===== src/rtl/seq_adder_pkg.sv =====
// Shared types and sizing helpers for the digit-serial adder.
package seq_adder_pkg;

    typedef enum logic [1:0] {
        IDLE = 2'd0,
        RUN  = 2'd1,
        DONE = 2'd2
    } state_e;

    // Number of DIGIT-wide slices in a WIDTH-bit operand.
    function automatic int num_digits(input int width, input int digit);
        return width / digit;
    endfunction

    // Slice counter width; a single-slice adder still needs a 1-bit counter.
    function automatic int cnt_width(input int nd);
        return (nd > 1) ? $clog2(nd) : 1;
    endfunction

endpackage


===== src/rtl/seq_adder_digit_adder.sv =====
// Combinational DIGIT-bit ripple-carry slice; also exposes the carry into
// the slice MSB so the top level can form signed overflow on the last slice.
module digit_adder #(
    parameter int DIGIT = 4
) (
    input  logic [DIGIT-1:0] i_a,
    input  logic [DIGIT-1:0] i_b,
    input  logic             i_cin,
    output logic [DIGIT-1:0] o_sum,
    output logic             o_cout,
    output logic             o_cmsb
);

    logic [DIGIT:0] c;

    // Ripple through one full adder per bit.
    always_comb begin
        c     = '0;
        o_sum = '0;
        c[0]  = i_cin;
        for (int i = 0; i < DIGIT; i++) begin
            o_sum[i] = i_a[i] ^ i_b[i] ^ c[i];
            c[i+1]   = (i_a[i] & i_b[i]) | (c[i] & (i_a[i] ^ i_b[i]));
        end
    end

    assign o_cout = c[DIGIT];
    assign o_cmsb = c[DIGIT-1];

endmodule


===== src/rtl/seq_adder.sv =====
// Digit-serial adder/subtractor: one DIGIT-bit slice per clock, LSB first,
// with valid/ready handshakes on request and result.
module seq_adder
    import seq_adder_pkg::*;
#(
    parameter int WIDTH = 32,
    parameter int DIGIT = 4
) (
    input  logic             i_CLK,
    input  logic             i_RST,
    input  logic             i_VALID,
    output logic             o_READY,
    input  logic [WIDTH-1:0] i_A,
    input  logic [WIDTH-1:0] i_B,
    input  logic             i_SUB,
    input  logic             i_CIN,
    output logic             o_VALID,
    input  logic             i_READY,
    output logic [WIDTH-1:0] o_S,
    output logic             o_C,
    output logic             o_V
);

    localparam int D  = num_digits(WIDTH, DIGIT);
    localparam int CW = cnt_width(D);
    localparam logic [CW-1:0] LAST = CW'(D - 1);

    state_e           state_q, state_d;
    logic [WIDTH-1:0] a_q, a_d;
    logic [WIDTH-1:0] b_q, b_d;      // B already inverted for subtract
    logic [WIDTH-1:0] s_q, s_d;
    logic             carry_q, carry_d;
    logic [CW-1:0]    cnt_q, cnt_d;
    logic             c_q, c_d;
    logic             v_q, v_d;

    logic [DIGIT-1:0] slice_a, slice_b, slice_sum;
    logic             slice_cout, slice_cmsb;

    assign slice_a = a_q[int'(cnt_q)*DIGIT +: DIGIT];
    assign slice_b = b_q[int'(cnt_q)*DIGIT +: DIGIT];

    digit_adder #(.DIGIT(DIGIT)) u_digit (
        .i_a    (slice_a),
        .i_b    (slice_b),
        .i_cin  (carry_q),
        .o_sum  (slice_sum),
        .o_cout (slice_cout),
        .o_cmsb (slice_cmsb)
    );

    // Handshake, slice sequencing and result capture.
    always_comb begin
        state_d = state_q;
        a_d     = a_q;
        b_d     = b_q;
        s_d     = s_q;
        carry_d = carry_q;
        cnt_d   = cnt_q;
        c_d     = c_q;
        v_d     = v_q;
        case (state_q)
            IDLE: begin
                if (i_VALID) begin
                    a_d     = i_A;
                    b_d     = i_SUB ? ~i_B : i_B;
                    carry_d = i_CIN;
                    cnt_d   = '0;
                    state_d = RUN;
                end
            end
            RUN: begin
                s_d[int'(cnt_q)*DIGIT +: DIGIT] = slice_sum;
                carry_d = slice_cout;
                if (cnt_q == LAST) begin
                    c_d     = slice_cout;
                    v_d     = slice_cmsb ^ slice_cout;
                    state_d = DONE;
                end else begin
                    cnt_d = cnt_q + 1'b1;
                end
            end
            DONE: begin
                if (i_READY) state_d = IDLE;
            end
            default: state_d = IDLE;
        endcase
    end

    // State and datapath registers; reset discards any in-flight operation.
    always_ff @(posedge i_CLK or posedge i_RST) begin
        if (i_RST) begin
            state_q <= IDLE;
            a_q     <= '0;
            b_q     <= '0;
            s_q     <= '0;
            carry_q <= 1'b0;
            cnt_q   <= '0;
            c_q     <= 1'b0;
            v_q     <= 1'b0;
        end else begin
            state_q <= state_d;
            a_q     <= a_d;
            b_q     <= b_d;
            s_q     <= s_d;
            carry_q <= carry_d;
            cnt_q   <= cnt_d;
            c_q     <= c_d;
            v_q     <= v_d;
        end
    end

    assign o_READY = (state_q == IDLE) & ~i_RST;
    assign o_VALID = (state_q == DONE);
    assign o_S     = s_q;
    assign o_C     = c_q;
    assign o_V     = v_q;

endmodule


===== config.mk =====
export PLATFORM = sky130hd
export DESIGN_NAME = seq_adder
export DESIGN_NICKNAME = d
export VERILOG_FILES = /design/src/rtl/seq_adder_pkg.sv /design/src/rtl/seq_adder_digit_adder.sv /design/src/rtl/seq_adder.sv
export SDC_FILE = /design/constraint.sdc
export NUM_CORES = 1
export LEC_CHECK = 0
export CORE_UTILIZATION = 48
export CTS_BUF_LIST = sky130_fd_sc_hd__clkbuf_8
export CTS_CLUSTER_DIAMETER = 80
export DETAILED_ROUTE_END_ITERATION = 7
export PLACE_DENSITY = 0.77
export SYNTH_ARGS = -nofsm -noshare
export SYNTH_HDL_FRONTEND = slang
export SYNTH_SLANG_ARGS = --single-unit

===== constraint.sdc =====
create_clock -name i_CLK -period 3.1 [get_ports i_CLK]
set_input_delay 0.465 -clock i_CLK [delete_from_list [all_inputs] [get_ports i_CLK]]
set_output_delay 0.465 -clock i_CLK [all_outputs]
set_load 0.05 [all_outputs]

==> out/results.ini <==
[logic_synthesis]
synth_top_cell_by_area=dfrtp_1
ys_types=33
synthFlopType=dfrtp_1
synth-simple-area-share_pct=8.827
ys_warn_count=0
synth_mux_area_share_pct=22.34
synthAdderAreaFrac_pct=3.323
ys_seq_elements=104
netlist_top_cells_area=dfrtp_1 52%, mux2_2 14%, mux4_2 7.1%
async_reset_ff_share_pct=100.0
synth_area_um2=5046
synth.top_cell.area_share_pct=51.57
syn_nets=485
syn_area_per_cell_um2=12.49
syn_inst=404
synth_top_family_by_area=multiplexers
ys_seq_area_share_pct=51.57
post_synth_xor_area_fraction_pct=5.728
synth_edf_count=0
synth_compound_area_share_pct=4.711

[floorplan]
fp-row-count=37
die_h_um=104.5
core_area_um2=10280
die_width_um=104.5
dieArea_um2=10930
pin_count=106
start_util_pct=49.10

[hold_path]
min_path_type=flop to flop

[pwr]
swShare_pct=42.71
intPower_mw=4.304
p_switching_mw=3.208
vdd_drop_max_uv=711.8
seqPwrFrac_pct=31.8
p_clk_share_pct=10.2
power.density_nw_per_um2=1155
combPwrFrac_pct=57.9
p_leak_nw=2.701

[timing]
setup_viol_count_final=8
maxSlewHeadroom_pct=44.61
hold_violations=0
fin_crit_sh_pct=101.4
tightest_slew_ns=0.8308
rsz0062_at_grt=yes
max_freq_mhz=318.0
period_needed_ns=3.145
worst_slack_ns=-0.04470
holdWs_ns=0.5118
setup-tns-final_ns=-0.2296
fin_worst_skew_ns=0.01125
slew_viol_final=0

[setup_path]
crit_arrival_ns=3.41
required_ns=3.36
cp_max_fo=6
worstSetupStartpointType=flop
end_kind=flop
path_class=flop to flop

[clock_tree]
clkSinkCount=104
cts_root_buffer=clkbuf_8
h-tree-depth=3
cts_tree=built
cts_hold_buf=0
numCtsBuffers=9
cts_max_path_buffers=2
clk_pin_slew_worst_paths_ns=0.10
clock_latency_ns=0.37

[placed_design]
dpl.hpwl_mm=7.687
port_buffers=105
place.gp.congestion=0.7688
dp_slack_ns=-0.1797

[detailed_routing]
met1_length_mm=4.522
drc=0
ant_nets=0
routedWlPerCell_um=15.75
met2WireLength_mm=5.075
drt_first_pass_iters=5
drt_iter0_drc=121
viasPerCell=5.239
routed.top_layer=met4
route.met3.wl_um=421
wirelength_mm=10.27
via_count=3416

[global_routing]
grt_pass1_vias=3507
grt_util_all_layers_pct=20.40
antenna_found_initial=0
grt_max_degree=105
grt-ovfl-total=0
grt_pass1_wl_mm=17.44

[status]
status=finished, violations left
failed_checks=negative setup slack

[final_layout]
nets=592
diodes=0
drive_gt1_share_pct=25.39
finish.utilization_pct=63.29
area_growth_pct=28.91

[flow_run]
maxCapViolCount=0

[critical path, cell delays in order, from the launching register on]
cell      delay (ns)
dfrtp_2         0.46
mux4_2          0.53
mux2i_2         0.20
fa_2            0.24
inv_2           0.04
fa_2            0.35
inv_2           0.07
fa_2            0.20
inv_2           0.04
fa_2            0.47
nand2b_4        0.12
nor2_2          0.04
mux2_4          0.27
[layout make-up]
cell class	count	area (um2)
inverters	14	56.30
multi-input cells	263	2321
flip-flops and latches	104	2604
fillers	831	3772
clock inverters	7	53.80
clock buffers	9	123.9
repair buffers	119	1176
well taps	136	170.2
[placed cells by master, fill, tap and decap left out, drive strengths merged, types with 2 or more instances in the layout]
master and count:
clkdlybuf4s50 104, dfrtp 104, mux2 61, nor2 42, a21oi 35, xnor2 32, nand2 20, mux4 16
buf 15, inv 15, nor3 12, clkbuf 9, mux2i 8, ha 7, nand2b 6, o21ai 4
clkinvlp 4, fa 4, or4b 3, a22oi 2, o22ai 2, clkinv 2
[power by group through the flow]
| stage | registers (mW) | logic, mW | clock network (mW) |
|---|---|---|---|
| final | 2.39 | 4.35 | 0.768 |
| after global routing | 2.48 | 4.69 | 0.846 |
| after CTS | 2.40 | 4.22 | 0.795 |
| after detailed placement | 2.42 | 4.11 | 0 |
| after global placement | 2.39 | 4.00 | 0 |
| after floorplan | 2.83 | 2.36 | 0 |
[cell usage after synthesis, drive strengths merged (3+ instances only)]
cell,n
nor2,42
nor3,12
or4b,3
xnor2,32
inv,14
nand2,20
ha,7
mux2i,8
fa,4
a21oi,35
nand2b,6
mux4,16
buf,19
o21ai,4
dfrtp,104
clkbuf,4
mux2,61
[per-layer routing]
metal	track usage [%]	up-vias
met3	2.932	22
li1	-	1612
met2	33.49	98
met1	27.22	1684
met4	8.469	0
met5	0	-
[path summary, 6_finish.rpt]
| kind | startpoint | slack (ns) | depth (start not counted) | to |
|---|---|---|---|---|
| worst min-delay path | a_q[22]$_DFFE_PP0P_ | 0.51 | 1 | a_q[22]$_DFFE_PP0P_ |
| min in group asynchronous | i_RST | 0.63 | 3 | b_q[3]$_DFFE_PP0P_ |
| worst max-delay path | cnt_q[0]$_DFFE_PP0P_ | -0.04 | 12 | o_S[27]$_DFFE_PP0P_ |
| max in group asynchronous | i_RST | 2.01 | 3 | cnt_q[0]$_DFFE_PP0P_ |
| worst min register to register | a_q[22]$_DFFE_PP0P_ | 0.51 | 1 | a_q[22]$_DFFE_PP0P_ |
| worst max register to register | cnt_q[0]$_DFFE_PP0P_ | -0.04 | 12 | o_S[27]$_DFFE_PP0P_ |
[timing repair]
| item | 4_1_cts | 5_1_grt |
|---|---|---|
| setup buffers | 0 | 0 |
| setup endpoints to repair | 8 | 8 |
| pin swaps | 0 | 6 |
| gates resized for setup | 10 | 8 |
[stage by stage]
step	total power [mW]	area (um2)	cells
finish	7.512	6505	652
global route	8.014	6505	652
CTS	7.416	6476	652
detailed placement	6.534	6279	636
global placement	6.395	6279	636
floorplan	5.193	5069	404
[state kept, by name (all words and copies together), names as in the netlist]
| register | cells |
|---|---|
| o_C | 1 |
| o_S | 32 |
| cnt_q | 3 |
| b_q | 32 |
| a_q | 32 |
| carry_q | 1 |
| o_V | 1 |
| state_q | 2 |
[cell families after synthesis]
family                     after synthesis
xor gates and xnor gates                33
muxes                                   85
and+or+nand+nor                         89
adders and majority gates               11
buffers and inverters                   37
AOI/OAI and AO/OA                       45
DFF                                    104
Power figures use the tool's default switching activity.
